--- src/rtl/ram_access_ctrl.sv ---
`default_nettype none
// ============================================================================
// Module   : ram_access_ctrl
// Brief    : Single-outstanding read/write sequencer for the asynchronous
//            RAMblock with setup, strobe and hold phases. Define
//            RAM_ACCESS_VERIFY_EN to add a read-back verify after each write.
// Revision : 1.0
// ============================================================================
module ram_access_ctrl #(
    parameter int ADLINES   = 8,
    parameter int DATALINES = 16,
    parameter int WR_CYCLES = 4,
    parameter int RD_CYCLES = 2
) (
    input  logic                 clk,
    input  logic                 rst_n,
    input  logic                 req_valid,
    output logic                 req_ready,
    input  logic                 req_we,
    input  logic [ADLINES-1:0]   req_addr,
    input  logic [DATALINES-1:0] req_wdata,
    output logic                 rsp_valid,
    output logic [DATALINES-1:0] rsp_rdata,
    output logic                 rsp_err,
    output logic                 busy,
    output logic [ADLINES-1:0]   ram_address,
    output logic [DATALINES-1:0] ram_datain,
    input  logic [DATALINES-1:0] ram_dataout,
    output logic                 ram_read,
    output logic                 ram_write
);

    localparam int c_wr_n   = (WR_CYCLES < 1) ? 1 : WR_CYCLES;
    localparam int c_rd_n   = (RD_CYCLES < 1) ? 1 : RD_CYCLES;
    localparam int c_max_n  = (c_wr_n > c_rd_n) ? c_wr_n : c_rd_n;
    localparam int c_cnt_w  = $clog2(c_max_n + 1);
    localparam logic [c_cnt_w-1:0] c_wr_load = c_cnt_w'(c_wr_n - 1);
    localparam logic [c_cnt_w-1:0] c_rd_load = c_cnt_w'(c_rd_n - 1);
    localparam logic [c_cnt_w-1:0] c_cnt_one = c_cnt_w'(1);

    typedef enum logic [2:0] {
        S_IDLE    = 3'd0,
        S_SETUP   = 3'd1,
        S_STROBE  = 3'd2,
        S_HOLD    = 3'd3,
        S_VSTROBE = 3'd4,
        S_VHOLD   = 3'd5,
        S_RESP    = 3'd6
    } state_t;

    state_t                 r_state, w_state_next;
    logic [c_cnt_w-1:0]     r_cnt, w_cnt_next;
    logic                   r_we;
    logic [ADLINES-1:0]     r_addr;
    logic [DATALINES-1:0]   r_wdata;
    logic [DATALINES-1:0]   r_rdata;
    logic                   r_rd, r_wr, r_rspv, r_ready, r_busy;
    logic                   w_sample, w_accept, w_rd_next, w_wr_next;

    assign w_accept = req_valid && r_ready;

    always_comb begin
        w_state_next = r_state;
        w_cnt_next   = r_cnt;
        w_sample     = 1'b0;
        case (r_state)
            S_IDLE:   if (w_accept) w_state_next = S_SETUP;
            S_SETUP: begin
                w_state_next = S_STROBE;
                w_cnt_next   = r_we ? c_wr_load : c_rd_load;
            end
            S_STROBE: begin
                if (r_cnt == '0) begin
                    w_state_next = S_HOLD;
                    w_sample     = !r_we;
                end else begin
                    w_cnt_next = r_cnt - c_cnt_one;
                end
            end
`ifdef RAM_ACCESS_VERIFY_EN
            S_HOLD: begin
                if (r_we) begin
                    w_state_next = S_VSTROBE;
                    w_cnt_next   = c_rd_load;
                end else begin
                    w_state_next = S_RESP;
                end
            end
            S_VSTROBE: begin
                if (r_cnt == '0) begin
                    w_state_next = S_VHOLD;
                    w_sample     = 1'b1;
                end else begin
                    w_cnt_next = r_cnt - c_cnt_one;
                end
            end
            S_VHOLD:  w_state_next = S_RESP;
`else
            S_HOLD:   w_state_next = S_RESP;
`endif
            S_RESP:   w_state_next = S_IDLE;
            default:  w_state_next = S_IDLE;
        endcase
    end

    // Strobes are decoded from the next state so they leave the flops glitch-free.
    assign w_wr_next = (w_state_next == S_STROBE) && r_we;
    assign w_rd_next = ((w_state_next == S_STROBE) && !r_we) || (w_state_next == S_VSTROBE);

    always_ff @(posedge clk or negedge rst_n) begin
        if (!rst_n) begin
            r_state <= S_IDLE;
            r_cnt   <= '0;
            r_we    <= 1'b0;
            r_addr  <= '0;
            r_wdata <= '0;
            r_rdata <= '0;
            r_rd    <= 1'b0;
            r_wr    <= 1'b0;
            r_rspv  <= 1'b0;
            r_ready <= 1'b1;
            r_busy  <= 1'b0;
        end else begin
            r_state <= w_state_next;
            r_cnt   <= w_cnt_next;
            if (w_accept) begin
                r_we    <= req_we;
                r_addr  <= req_addr;
                r_wdata <= req_wdata;
            end
            if (w_sample) r_rdata <= ram_dataout;
            r_rd    <= w_rd_next;
            r_wr    <= w_wr_next;
            r_rspv  <= (w_state_next == S_RESP);
            r_ready <= (w_state_next == S_IDLE);
            r_busy  <= (w_state_next != S_IDLE);
        end
    end

`ifdef RAM_ACCESS_VERIFY_EN
    logic r_verr, r_err;

    // Mismatch is latched at the verify sample and only exposed during RESP.
    always_ff @(posedge clk or negedge rst_n) begin
        if (!rst_n) begin
            r_verr <= 1'b0;
            r_err  <= 1'b0;
        end else begin
            if (w_sample) r_verr <= r_we && (ram_dataout != r_wdata);
            r_err <= (w_state_next == S_RESP) && r_verr;
        end
    end

    assign rsp_err = r_err;
`else
    assign rsp_err = 1'b0;
`endif

    assign req_ready   = r_ready;
    assign busy        = r_busy;
    assign rsp_valid   = r_rspv;
    assign rsp_rdata   = r_rdata;
    assign ram_address = r_addr;
    assign ram_datain  = r_wdata;
    assign ram_read    = r_rd;
    assign ram_write   = r_wr;

endmodule
`default_nettype wire
--- config.mk ---
export PLATFORM = sky130hd
export DESIGN_NAME = ram_access_ctrl
export DESIGN_NICKNAME = d
export VERILOG_FILES = /design/src/rtl/ram_access_ctrl.sv
export SDC_FILE = /design/constraint.sdc
export NUM_CORES = 1
export LEC_CHECK = 0
export BUFFER_PORTS_ARGS = -buffer_cell sky130_fd_sc_hd__buf_2
export CAP_MARGIN = 20
export CELL_PAD_IN_SITES_DETAIL_PLACEMENT = 1
export CELL_PAD_IN_SITES_GLOBAL_PLACEMENT = 1
export CORE_MARGIN = 2
export CORE_UTILIZATION = 33
export CTS_CLUSTER_DIAMETER = 100
export DETAILED_ROUTE_END_ITERATION = 16
export PLACE_DENSITY = 0.85
export SYNTH_ARGS = -nofsm -noshare
export SYNTH_HDL_FRONTEND = slang
export SYNTH_SLANG_ARGS = --single-unit
--- constraint.sdc ---
create_clock -name clk -period 1.5 [get_ports clk]
set_input_delay 0.075 -clock clk [delete_from_list [all_inputs] [get_ports clk]]
set_output_delay 0.075 -clock clk [all_outputs]
set_load 0.01 [all_outputs]
==> impl_metrics.toml, run 1 <==
[status]
outcome = "finished, final reports clean"

[synthesis]
syn-cell-area_um2 = 2060
syn_avg_cell_area_um2 = 15.5
synth_edf_count = 0
async_reset_ff_share_pct = 100
ys_ff_latch = 52
synth.area.top_cells = "dfrtp_1 (62%), mux2_2 (18%), mux2_4 (7.3%)"
ys_top_cells_by_count = "dfrtp_1 (51), mux2_2 (33), mux2_4 (10)"
synth_seq_area_share_pct = 63.2
synth_top_area_share_pct = 62.0
synth_nets = 179
synth.distinct_cells = 24
synth_cells = 133
synth_largest_area_cell = "dfrtp_1"
ys.warnings.count = 0
synth_most_common_cell = "dfrtp_1"
synthFlopType = "dfrtp_1"

[timing]
final-setup-viol-count = 0
slew_violations = 0
hold_slack_ns = 0.00941
fin_crit_ns = 1.47
fin_crit_sh_pct = 97.8
finalHoldViolCount = 0
max_freq_ghz = 0.682
skew_ns = 0.00207
rsz0062_at_grt = "yes"

[power]
pwr-share-comb_pct = 46.6
p_clk_share_pct = 12.9
seqPwrFrac_pct = 40.4
p_per_area_nw_per_um2 = 1980
p_leak_uw = 0.00157
power_uw = 6220
switchingPower_uw = 2140
ir_drop_v = 0.000819
p_sw_share_pct = 34.4
cellInternalPower_uw = 4080

[hold_path]
min_path_type = "in -> reg"

[layout]
diodes = 0
nets = 318
finalInstanceArea_um2 = 3150
area_delta_synth_final_pct = 52.9
drive_gt1_share_pct = 58.2

[setup_path]
path_max_fanout = 8
crit_type = "reg -> reg"
end_kind = "register"
cp.required_ns = 1.69
crit_path_start_kind = "register"
cp_data_arrival_time_ns = 1.65

[routing]
drt_iter0_drc = 45
route.detailed.drc = 0
vias = 1583
via_per_inst = 4.55
dr.pass1.iters = 4
routed_wl_um = 5330
post_drt_wl_per_cell_um = 15.3
drt.antenna.violating_nets = 0

[floorplanning]
die_y_um = 83
initial_core_util_pct = 34.4
die_x_um = 83
core_um2 = 5990
row_count = 28
die_area_um2 = 6890
io_pins = 90

[clock_network]
path_clk_slew_ns = 0.09
cts_sinks = 52
clock-root-buffer = "clkbuf_8"
cts_tree = "yes"
numCtsBuffers = 5
clock_latency_ns = 0.30
clk_path_buf_depth = 2
h-tree-depth = 2

[grt]
grt_pass1_wl_um = 8760
grt_max_degree = 29
grt_overflow = 0
grt_usage_pct = 15.9
grt_pass1_vias = 1773
antenna_found_initial = 0

[place]
dp_hpwl_um = 3560
gp_congestion = 0.788
place_area_um2 = 2650
io_buffers = 88

[run]
max_cap_viol_count = 0
==> final cells by class <==
cell class	count	area, µm²
timing repair buffer	136	903
sequential	52	1300
clock buffer	8	90.1
fill	621	2840
inverter	5	18.8
tap	75	93.8
multi-input combinational	72	741
==> sequential cells by signal, summed over array words and instances, names as in the netlist <==
register     cells
r_state          3
r_cnt            3
ram_read         1
req_ready        1
ram_datain      16
ram_address      8
r_we             1
rsp_valid        1
ram_write        1
rsp_rdata       16
busy             1
==> routing by layer <==
metal	track usage, %	vias to the layer above	wire length (µm)
met4	3.58	0	50
met2	27.8	69	2760
met5	0	-	0
met3	5.77	6	374
met1	18.8	776	2140
li1	-	732	-
==> critical path: stages, from the launching register on <==
cell,delay (ns)
dfrtp_1,0.40
inv_2,0.08
ha_4,0.14
nand2b_4,0.07
nor2_4,0.17
nand2_4,0.14
mux2_4,0.34
==> timing repair <==
action | CTS | global route
pin swaps | 2 | 2
hold buffers | 32 | 4
setup buffers | 0 | 2
gates cloned | 1 | 0
endpoints found under the hold margin | 70 | 4
resized for setup | 3 | 2
endpoints found under the setup margin | 16 | 17
==> kinds of logic after synthesis <==
| group | Yosys count | synth area share, % |
|---|---|---|
| AO/OA/AOI/OAI | 9 | 2.43 |
| flip-flops | 52 | 63.2 |
| buffers and inverters | 10 | 2.86 |
| other | 1 | 0.182 |
| AND/OR/NAND/NOR | 16 | 4.74 |
| multiplexers | 43 | 25.3 |
| adder cells (fa/ha/maj) | 2 | 1.21 |
==> cells in the final DEF, fill, tap and decap left out, types with 2 or more instances in the layout <==
cell type      instances
buf_2                 88
dfrtp_1               51
dlygate4sd3_1         36
mux2_2                33
buf_4                 11
mux2_4                10
clkbuf_8               6
a21oi_1                4
inv_1                  3
nor3_1                 3
nor2_1                 3
inv_2                  2
nand2_1                2
nand2_4                2
o21ai_0                2
clkbuf_1               2
==> per-stage QoR <==
| step | util, % | worst slack, ns | cells | setup TNS, ns |
|---|---|---|---|---|
| finish | 52.6 | 0.0335 | 348 | 0 |
| CTS | 51.6 | 0.0104 | 342 | 0 |
| global route | 52.6 | -0.0263 | 348 | -0.106 |
| floorplan | - | 0.00753 | 133 | 0 |
| detailed placement | 44.3 | -0.0686 | 301 | -0.719 |
| global placement | 44.3 | 0.0155 | 301 | 0 |
==> path summary, 6_finish.rpt <==
check                               start             end  slack (ns)  depth (start not counted)
max reg2reg                      r_cnt[1]    rsp_rdata[7]        0.03                          6
min reg2reg                ram_address[4]  ram_address[4]        0.51                          1
min                                req_we            r_we       0.009                          2
max in group asynchronous           rst_n       req_ready        0.73                          3
min in group asynchronous           rst_n   ram_datain[1]        0.21                          2
max                              r_cnt[1]    rsp_rdata[7]        0.03                          6
==> power groups by stage <==
stage / Clock, µW / Combinational (µW) / Sequential, µW
after floorplan: 0 / 1340 / 2770
after global placement: 0 / 2590 / 2480
after detailed placement: 0 / 2720 / 2520
after CTS: 850 / 2870 / 2510
after global routing: 919 / 3180 / 2600
final: 805 / 2900 / 2510
Power figures use the tool's default switching activity.
==> run 2: changes to the inputs <==
--- a/config.mk
+++ b/config.mk
@@ -10,10 +10,10 @@
 export CELL_PAD_IN_SITES_DETAIL_PLACEMENT = 1
 export CELL_PAD_IN_SITES_GLOBAL_PLACEMENT = 1
 export CORE_MARGIN = 2
-export CORE_UTILIZATION = 33
+export CORE_UTILIZATION = 39
 export CTS_CLUSTER_DIAMETER = 100
 export DETAILED_ROUTE_END_ITERATION = 16
-export PLACE_DENSITY = 0.85
+export PLACE_DENSITY = 0.93
 export SYNTH_ARGS = -nofsm -noshare
 export SYNTH_HDL_FRONTEND = slang
 export SYNTH_SLANG_ARGS = --single-unit
==> constraint.sdc (replaced) <==
create_clock -name clk -period 1.9 [get_ports clk]
set_input_delay 0.095 -clock clk [delete_from_list [all_inputs] [get_ports clk]]
set_output_delay 0.095 -clock clk [all_outputs]
set_load 0.01 [all_outputs]
==> impl_metrics.toml, run 2 (synthesis gave the netlist of run 1 again) <==
[clock_network]
h-tree-depth = 2
cts_sinks = 52
clock_latency_ns = 0.31
cts_tree = "yes"
ctsResizeCount = 0
clock-root-buffer = "clkbuf_8"
post_cts_buffers = 0
numCtsBuffers = 5
path_clk_slew_ns = 0.10
hold_buffers = 1
clk_path_buf_depth = 2

[layout]
final_common_cell = "buf_2"
area.sequential_um2 = 1300
fillerInstances = 561
most-common-layout-cells = "buf_2 (88), dfrtp_1 (51), mux2_2 (33), mux2_4 (10), clkbuf_8 (6)"
diodes = 0
multi_input_area_um2 = 698
drive_gt1_share_pct = 63.6
area_delta_synth_final_pct = 30.0
nets = 273
finalInstanceArea_um2 = 2680

[power]
p_leak_uw = 0.00137
p_per_area_nw_per_um2 = 1710
ir_drop_v = 0.000685

[routing]
highest_layer = "met4"
vias = 1385
routed_wl_um = 4340
via_per_inst = 4.65
routed-wl-met2_um = 2240
m1WireLength_um = 1670
route.detailed.drc = 0
dr.pass1.iters = 4
drt_iter0_drc = 59
met3_length_um = 332
drt.antenna.violating_nets = 0
post_drt_wl_per_cell_um = 14.6

[timing]
relSlewSlack_pct = 60.3
rsz0062_at_grt = "no"
finalHoldViolCount = 0
final-setup-viol-count = 0
fin_crit_sh_pct = 87.1
skew_ns = 0.0114
fin_crit_ns = 1.65
worst_pin_slew_ns = 0.596
tns_ns = 0
slew_violations = 0
hold_slack_ns = 0.0103
max_freq_ghz = 0.604

[grt]
antenna_found_initial = 0
grt_pass1_vias = 1585
grt_max_degree = 49
grt_usage_pct = 15.7
grt_overflow = 0
grt_pass1_wl_um = 7250

[setup_path]
worstPathCellList = "inv_1 > ha_1 > nand2b_1 > nor2_1 > nand2_4 > mux2_4"
cp.required_ns = 2.10
crit_type = "reg -> reg"
cp_slowest_cell = "dfrtp_1"
end_kind = "register"
path_max_fanout = 16
critical-path-top-delay-family = "simple AND/OR/NAND/NOR gates"
cp_data_arrival_time_ns = 1.85
crit_path_start_kind = "register"
max_stage_delay_ns = 0.37
worst-path-buf-inv = 1

[place]
dp_hpwl_um = 3370
gp_congestion = 0.750
place_area_um2 = 2570
io_buffers = 88

[floorplanning]
core_um2 = 5110
die_y_um = 76.7
io_pins = 90
die_x_um = 76.7
die_area_um2 = 5880
initial_core_util_pct = 40.3
row_count = 26

[run]
max_cap_viol_count = 0

[hold_path]
min_path_type = "in -> reg"

[status]
outcome = "finished, final reports clean"
run 2: cell types whose count changed in the layout (fill, tap and decap cells not counted), moves of 2 or more:
cell and delta:
clkbuf_1 -2, inv_2 -2, buf_4 -8, inv_1 +2, dlygate4sd3_1 -35
run 2: final cells by class:
cell class | count | share of cell area, %
Clock buffer | 6 | 3.09
Clock inverter | 2 | 0.514
Inverter | 5 | 0.701
Multi-Input combinational cell | 71 | 26.1
Sequential cell | 52 | 48.7
Tap cell | 70 | 3.27
Timing Repair Buffer | 92 | 17.7
run 2: worst reg2reg max path, stage by stage, from the launching register on:
cell and delay [ns]:
dfrtp_1 0.37, inv_1 0.11, ha_1 0.18, nand2b_1 0.11
nor2_1 0.21, nand2_4 0.21, mux2_4 0.36
run 2: metal layers:
metal	GRT usage, %	up-vias
met5	0	-
met4	7.64	0
met3	5.29	9
met2	26.4	56
met1	17.8	680
li1	-	640
run 2: where the power goes:
group | leakage, µW | total (µW) | internal [µW] | switching (µW)
Sequential | 0.000616 | 1960 | 1660 | 296
Clock | 0.0000516 | 658 | 298 | 359
Combinational | 0.000706 | 1950 | 1050 | 906
run 2: worst paths after layout:
kind / startpoint / end / slack, ns / cells past startpoint
max: r_cnt[0] / rsp_rdata[8] / 0.25 / 6
min: req_wdata[15] / ram_datain[15] / 0.01 / 2
max reg2reg: r_cnt[0] / rsp_rdata[8] / 0.25 / 6
min reg2reg: ram_address[3] / ram_address[3] / 0.51 / 1
max in group asynchronous: rst_n / ram_address[5] / 0.99 / 3
min in group asynchronous: rst_n / rsp_rdata[6] / 0.13 / 2
run 2: metrics by stage:
stage               total power, µW  utilization (%)  worst slack [ns]  cells
global placement               3860             50.3             0.349    289
CTS                            4660             52.4             0.226    298
detailed placement             3980             50.3             0.240    289
finish                         4570             52.4             0.245    298
global route                   4910             52.4            0.0823    298
floorplan                      3210                -             0.361    133
==> run 3: changes to the inputs <==
==> config.mk (replaced) <==
export PLATFORM = sky130hd
export DESIGN_NAME = ram_access_ctrl
export DESIGN_NICKNAME = d
export VERILOG_FILES = /design/src/rtl/ram_access_ctrl.sv
export SDC_FILE = /design/constraint.sdc
export NUM_CORES = 1
export LEC_CHECK = 0
export CAP_MARGIN = 20
export CELL_PAD_IN_SITES_DETAIL_PLACEMENT = 1
export CELL_PAD_IN_SITES_GLOBAL_PLACEMENT = 1
export CORE_MARGIN = 2
export CORE_UTILIZATION = 51
export CTS_CLUSTER_DIAMETER = 100
export DETAILED_ROUTE_END_ITERATION = 16
export DONT_BUFFER_PORTS = 1
export PLACE_DENSITY = 0.91
export SYNTH_ARGS = -nofsm -noshare
export SYNTH_HDL_FRONTEND = slang
export SYNTH_SLANG_ARGS = --single-unit
==> impl_metrics.toml, run 3 (synthesis gave the netlist of run 1 again) <==
[status]
outcome = "finished, final reports clean"

[timing]
max_freq_ghz = 0.560
skew_ns = 0.00464
fin_crit_ns = 1.79
slew_violations = 0
rsz0062_at_grt = "no"
final-setup-viol-count = 0
fin_crit_sh_pct = 94.0
tns_ns = 0
finalHoldViolCount = 0

[power]
p_per_area_nw_per_um2 = 1630
p_leak_uw = 0.00119
ir_drop_v = 0.000805

[setup_path]
cp_data_arrival_time_ns = 1.97
crit_path_start_kind = "register"
reg2reg_from = "r_cnt[0]"
rr_worst_depth = 6
path_max_fanout = 4
reg2reg_to = "r_cnt[1]"
cp.required_ns = 2.09
reg2reg_slack_ns = 0.11
crit_type = "reg -> reg"
end_kind = "register"

[clock_network]
clk_path_buf_depth = 2
path_clk_slew_ns = 0.09
ctsResizeCount = 0
post_cts_buffers = 0
clock-root-buffer = "clkbuf_8"
numCtsBuffers = 5
cts_sinks = 52
h-tree-depth = 2
clock_latency_ns = 0.29
cts_tree = "yes"

[layout]
layout.cells.non_filler = 231
area_delta_synth_final_pct = 27.9
multi_input_area_um2 = 698
drive_gt1_share_pct = 30.4
most-common-layout-cells = "dfrtp_1 (51), dlygate4sd3_1 (42), mux2_2 (33), mux2_4 (10), clkbuf_8 (6)"
final_common_cell = "dfrtp_1"
finalInstanceArea_um2 = 2640
fillerInstances = 361
nets = 226
post-route-util_pct = 66.8
area.sequential_um2 = 1300
diodes = 0

[run]
max_cap_viol_count = 0

[place]
dp_hpwl_um = 2730
placed_cells = 180
io_buffers = 0
place_area_um2 = 2100
gp_congestion = 0.750

[grt]
antenna_found_initial = 0
grt_overflow = 0
grt_usage_pct = 23.1
grt_pass1_wl_um = 7450
grt_max_degree = 53
grt_pass1_vias = 1415

[floorplanning]
io_pins = 90
initial_core_util_pct = 52.2
die_x_um = 67.5
core_um2 = 3940
row_count = 23
die_area_um2 = 4560
die_y_um = 67.5

[hold_path]
hold_path_depth = 3
min_to = "ram_address[3]"
hp-start = "req_valid"
min_path_type = "in -> reg"

[routing]
drt_iter0_drc = 39
dr.pass1.iters = 4
routed_wl_um = 4880
post_drt_wl_per_cell_um = 21.1
route.detailed.drc = 0
vias = 1231
via_per_inst = 5.33
drt.antenna.violating_nets = 0
==> run 3: critical path, stage by stage, from the launching register on <==
cell and delay, ns:
dfrtp_1 0.35, inv_1 0.09, ha_1 0.24, nand2b_1 0.15, nand3_1 0.14, a21oi_1 0.33
mux2_2 0.38
==> run 3: repair_timing <==
action                     4_1_cts  5_1_grt
setup endpoints to repair        0        0
hold endpoints to repair        93        0
hold buffers                    43        0
==> run 3: report_power, final <==
part	internal, µW	switching [µW]	leakage (µW)
sequential	1670	669	0.000616
combinational	768	552	0.000533
clock	298	330	0.0000455
total	2730	1550	0.00119
==> run 3: cell type report <==
| cell class | count | share of cell area [%] |
|---|---|---|
| sequential | 52 | 49.4 |
| multi-input combinational | 71 | 26.5 |
| timing repair buffer | 45 | 17.6 |
| clock buffer | 8 | 3.42 |
| tap | 50 | 2.37 |
| inverter | 5 | 0.712 |
==> run 3: layer usage <==
metal	global-route usage, %	up-vias	wire, µm	share of wire (%)
li1	-	549	-	-
met5	0	-	0	0
met2	40.2	56	2610	53
met3	8.50	4	378	7.7
met1	26.8	622	1860	38
met4	6.12	0	35	0.72
==> run 3: metrics by stage <==
| stage | setup WS [ns] | power (µW) | hold WS (ns) |
|---|---|---|---|
| floorplan | 0.361 | 3210 | -0.201 |
| global placement | 0.368 | 3370 | -0.200 |
| detailed placement | 0.253 | 3510 | -0.200 |
| CTS | 0.212 | 4230 | 0.221 |
| global route | 0.0465 | 4530 | 0.275 |
| finish | 0.113 | 4290 | 0.236 |
==> run 3: worst max-delay path by stage <==
stage / from / end / cells after the start
after detailed placement: r_cnt[0] / rsp_rdata[0] / 6
after floorplan: r_cnt[0] / rsp_rdata[0] / 7
after global routing: r_cnt[0] / r_cnt[1] / 6
final: r_cnt[0] / r_cnt[1] / 6
after CTS: r_cnt[0] / rsp_rdata[0] / 6
after global placement: r_cnt[0] / rsp_rdata[2] / 6
